===== src/rtl/op_serial_logic_pkg.sv =====
// rtl/op_serial_logic_pkg.sv - opcode and FSM state definitions shared by the serial logic unit
package op_serial_logic_pkg;

    typedef enum logic [1:0] {
        OP_NOT = 2'b00,
        OP_AND = 2'b01,
        OP_OR  = 2'b10,
        OP_NEG = 2'b11
    } op_e;

    typedef enum logic [1:0] {
        ST_IDLE = 2'b00,
        ST_RUN  = 2'b01,
        ST_DONE = 2'b10
    } state_e;

endpackage


===== src/rtl/serial_logic_bit.sv =====
// rtl/serial_logic_bit.sv - combinational one-bit cell for the serial logic unit
module serial_logic_bit
    import op_serial_logic_pkg::*;
(
    input  logic a_i,
    input  logic b_i,
    input  logic c,
    input  op_e  op,
    output logic r,
    output logic c_next
);

    // Negation is ~a + 1 computed LSB first: the carry starts at 1 and ripples through.
    assign c_next = ~a_i & c;

    always_comb begin
        r = 1'b0;
        case (op)
            OP_NOT:  r = ~a_i;
            OP_AND:  r = a_i & b_i;
            OP_OR:   r = a_i | b_i;
            OP_NEG:  r = ~a_i ^ c;
            default: r = 1'b0;
        endcase
    end

endmodule


===== src/rtl/op_serial_logic.sv =====
// rtl/op_serial_logic.sv - bit-serial NOT/AND/OR/NEG unit, one result bit per clock, LSB first
module op_serial_logic
    import op_serial_logic_pkg::*;
#(
    parameter int N = 8
) (
    input  logic         clk,
    input  logic         rst_n,
    input  logic         start,
    input  logic [1:0]   op,
    input  logic [N-1:0] a,
    input  logic [N-1:0] b,
    output logic [N-1:0] y,
    output logic         busy,
    output logic         done
);

    localparam int CW = (N > 2) ? $clog2(N) : 1;

    state_e          state;
    state_e          state_next;
    op_e             op_q;
    logic [N-1:0]    a_sh;
    logic [N-1:0]    b_sh;
    logic [CW-1:0]   cnt;
    logic            carry;
    logic            r_bit;
    logic            c_next;
    logic            last;

    assign last = (cnt == CW'(N - 1));

    serial_logic_bit u_bit (
        .a_i    (a_sh[0]),
        .b_i    (b_sh[0]),
        .c      (carry),
        .op     (op_q),
        .r      (r_bit),
        .c_next (c_next)
    );

    always_comb begin
        state_next = state;
        case (state)
            ST_IDLE: if (start) state_next = ST_RUN;
            ST_RUN:  if (last)  state_next = ST_DONE;
            ST_DONE: state_next = ST_IDLE;
            default: state_next = ST_IDLE;
        endcase
    end

    // Result bits are shifted into the top of a_sh as operand bits leave the bottom,
    // so after N shifts the register holds the finished result.
    always_ff @(posedge clk) begin
        if (!rst_n) begin
            state <= ST_IDLE;
            busy  <= 1'b0;
            done  <= 1'b0;
            y     <= '0;
            op_q  <= OP_NOT;
            a_sh  <= '0;
            b_sh  <= '0;
            cnt   <= '0;
            carry <= 1'b0;
        end else begin
            state <= state_next;
            busy  <= (state_next == ST_RUN);
            done  <= (state_next == ST_DONE);
            case (state)
                ST_IDLE: begin
                    if (start) begin
                        op_q  <= op_e'(op);
                        a_sh  <= a;
                        b_sh  <= b;
                        cnt   <= '0;
                        carry <= 1'b1;
                    end
                end
                ST_RUN: begin
                    a_sh  <= {r_bit, a_sh[N-1:1]};
                    b_sh  <= b_sh >> 1;
                    carry <= c_next;
                    cnt   <= last ? '0 : cnt + 1'b1;
                    if (last) y <= {r_bit, a_sh[N-1:1]};
                end
                default: ;
            endcase
        end
    end

endmodule


===== config.mk =====
export PLATFORM = sky130hd
export DESIGN_NAME = op_serial_logic
export DESIGN_NICKNAME = d
export VERILOG_FILES = /design/src/rtl/op_serial_logic_pkg.sv /design/src/rtl/serial_logic_bit.sv /design/src/rtl/op_serial_logic.sv
export SDC_FILE = /design/constraint.sdc
export NUM_CORES = 1
export LEC_CHECK = 0
export ABC_AREA = 1
export CAP_MARGIN = 30
export CORE_MARGIN = 4
export CORE_UTILIZATION = 54
export CTS_CLUSTER_DIAMETER = 50
export CTS_CLUSTER_SIZE = 12
export DETAILED_ROUTE_END_ITERATION = 8
export PLACE_DENSITY = 0.84
export SYNTH_ARGS = -nofsm -noshare
export SYNTH_HDL_FRONTEND = slang
export SYNTH_SLANG_ARGS = --single-unit
export TNS_END_PERCENT = 5

===== constraint.sdc =====
create_clock -name clk -period 2.5 [get_ports clk]
set_input_delay 0.75 -clock clk [delete_from_list [all_inputs] [get_ports clk]]
set_output_delay 0.75 -clock clk [all_outputs]
set_load 0.05 [all_outputs]

==> results.txt <==
- The run finished with clean final reports.
- CTS hold repair buffers: 0
* Initial antenna violation count: 0
- Setup violations remaining at the end of the flow were counted as 0.
* Net count of the mapped netlist: 212
- Cell area power density: 675 nW/um^2
* Buffer levels on the longest clock path: 2
* Port Buffer Count: 30
* Headroom to the max-slew limit: 0.648
* Critical path depth: 1
- The floorplan step set the die height to 60.9 microns.
- Leakage dissipation: 0.769 nW
- In this run the clock root is driven by a clkbuf_4.
* Main combinational cell family by area after synthesis: compound AO/OA/AOI/OAI gates
- After synthesis the netlist holds a flip-flop and latch count of 34.
- The largest single stage delay on the critical path is 0.81 ns.
- Measured against the total synthesized area, the mux share comes to 0.
- The share of the Yosys chip area taken by registers is 0.451.
* WP data arrival: 1.50 ns
- In this run the core area contains 18 standard-cell rows.
- A synthesized cell averages 8.03 sq um.
- Top post-synthesis cells by area: dfxtp_1 45%, nand2_1 7.5%, a21oi_1 7.3%
- RSZ-0062 raised after global routing: no
- The die covers 3700 sq um.
- Number of DRC markers in iteration 0: 60
- Last weighted congestion value of the routability-driven placer: 0.789
- Gates resized, CTS repair: 0
- Global-route wire length before repair: 5.53 mm
* Global-route usage over all layers: 0.205
- Synth Area in Compound Gates: 0.223
* Total grt overflow: 0
- Worst slew pin tran: 0.527 ns
- Ports placed on the boundary: 31
- After layout, the minimum clock period comes to 2.25 ns.
* Starting density of the core: 0.588
- Dividing the detail-routed wire length by the instance count gives 13.2 microns.
* Routed via count divided by cell count: 5.32
* Remaining antenna violation count after routing: 0
- In this run the post-CTS setup repair buffer count came out at 0.
- CTS built an H-tree with a depth of 2.
- The first detailed-routing pass ran for 4 iterations.
- CP max-delay cell: clkdlybuf4s50_1
* Post-synthesis simple-gate area fraction: 0.204
- Horizontal extent of the die: 60.9 microns
- After clock tree synthesis, the clock-pin slew on the worst setup and hold paths is 0.11 ns.
* Xor/xnor cell area share of the yosys netlist: 0
- Area of the placeable core: 2570 sq um
- Startpoint Class: register
* Count of cells along the worst register-to-register path: 7
- Number of diodes added for antenna fixing: 0
* Final clock skew: 0.00940 ns
* Post-detailed-route DRC marker count: 0
* TritonCTS clock tree: done
- Max Cap Violations: 0
- Dividing the final minimum period by the clock period gives 0.900.
* Number of cells traversed by the worst hold path: 2
* Fraction of post-synthesis cell area in the top cell type by area: 0.451
- After synthesis, the netlist uses 23 different library cells.
* Via count of the first global-routing pass: 1,330
- Mapped cell area: 1510 sq um
- The max-slew violation count was 0.
- Highest ir drop seen on vdd: 0.609 mV
- STA classifies the critical path endpoint as a primary output.
- Fraction of final layout cells with drive strength greater than 1: 0.151
- Detailed-placement wirelength estimate: 2.24 mm
- Cell type with the highest aggregate area in the netlist: dfxtp_1
- Of all nets on the critical path, the largest fanout is 2.
- Synthesis handed over a netlist of 188 instances.
* Post-Synth Adder-Cell Area: 0.0249
* Cells traversed along the worst timing path: clkdlybuf4s50_1
* Net count of the finished layout: 241
- CTS sink count: 34
- Synth warn: 0
* Cts bufs inserted: 5
* Max Clock Freq: 445 MHz
* Worst-skew pair later-pin latency: 0.34 ns
* Endpoint required time on the critical path: 1.75 ns
- Total Power Consumption: 1.28 mW
- In the final timing run, aggregate negative setup slack is 0 ns.
- Hold Crit Class: reg -> reg
- Grouping stages by cell kind, the critical path spends the most delay in buffers and inverters.
* Worst path bufs/invs: 1
* Final Routed Wirelength: 3.28 mm
- Compared with the post-synthesis result, the final layout area differs by 25.4%.
- Number of endpoints with negative hold slack in the final report: 0
- Maximum number of pins on one net before global-route repair: 24
* Setup Crit Path Kind: reg -> out
- Number of vias after detailed routing: 1,320
[Yosys cell counts]
cell	count
o21ai_1	9
a21oi_2	7
o211a_1	1
ha_1	3
a21oi_1	22
inv_1	15
buf_6	3
nor2_1	8
dfxtp_1	34
o21ai_0	22
nand3_1	5
or2_1	6
nand2_2	10
nand2_1	30
clkbuf_1	2
inv_2	1
nor2_4	1
clkinv_2	1
nand2_4	2
or2_2	1
buf_2	2
buf_8	1
buf_4	2
[layer usage]
layer,vias to the layer above,GRT usage,share of wire
met5,-,0,0
met4,0,0.118,0.024
met3,12,0.0596,0.063
met2,46,0.333,0.49
met1,592,0.240,0.43
li1,670,-,-
[kinds of logic (layout without fill, tap and decap cells)]
group           after synthesis  in the layout
simple gates                 63             63
compound gates               61             61
flops                        34             34
buf+inv                      27             57
fa+ha+maj                     3              3
[power breakdown]
group / switching, mW / internal [mW]
combinational: 0.0846 / 0.0706
clock: 0.194 / 0.339
sequential: 0.0195 / 0.571
total: 0.298 / 0.980
[worst paths after layout]
| path | from | to | slack [ns] |
|---|---|---|---|
| setup / recovery | y[1]$_SDFFE_PN0P_ | y[1] | 0.25 |
| hold / removal | y[6]$_SDFFE_PN0P_ | y[6]$_SDFFE_PN0P_ | 0.47 |
| setup reg to reg | cnt[0]$_SDFFE_PN0P_ | y[6]$_SDFFE_PN0P_ | 1.04 |
| hold reg to reg | y[6]$_SDFFE_PN0P_ | y[6]$_SDFFE_PN0P_ | 0.47 |
[stage by stage]
step                hold slack, ns  instance area, sq um  instances  setup WS (ns)   util
detailed placement           0.453                  1780        240          0.358  0.693
global route                 0.499                  1890        248          0.214  0.737
CTS                          0.469                  1890        248          0.238  0.737
finish                       0.473                  1890        248          0.250  0.737
floorplan                    0.439                  1510        188           1.15      -
global placement             0.450                  1780        240          0.417  0.693
[state kept, by name (all words and copies together), names as in the netlist]
signal / flops
a_sh: 8
b_sh: 8
y: 8
cnt: 3
op_q: 2
state: 2
busy: 1
carry: 1
done: 1
[cells in the final DEF, fill, tap and decap left out, drive strengths merged]
| cell type | instances |
|---|---|
| nand2 | 42 |
| o211a | 1 |
| nor2 | 9 |
| a21oi | 29 |
| clkdlybuf4s50 | 30 |
| o21ai | 31 |
| dfxtp | 34 |
| bufinv | 2 |
| clkbuf | 6 |
| ha | 3 |
| buf | 2 |
| or2 | 7 |
| clkinv | 1 |
| inv | 16 |
| nand3 | 5 |
[area by class of cell]
class                      instances  area, sq um
multi-input combinational        127          682
sequential                        34          681
fill                             211          676
timing repair buffer              32          315
inverter                          17         65.1
clock inverter                     2         60.1
clock buffer                       6         51.3
tap                               30         37.5
(Power assumes the default switching activity.)
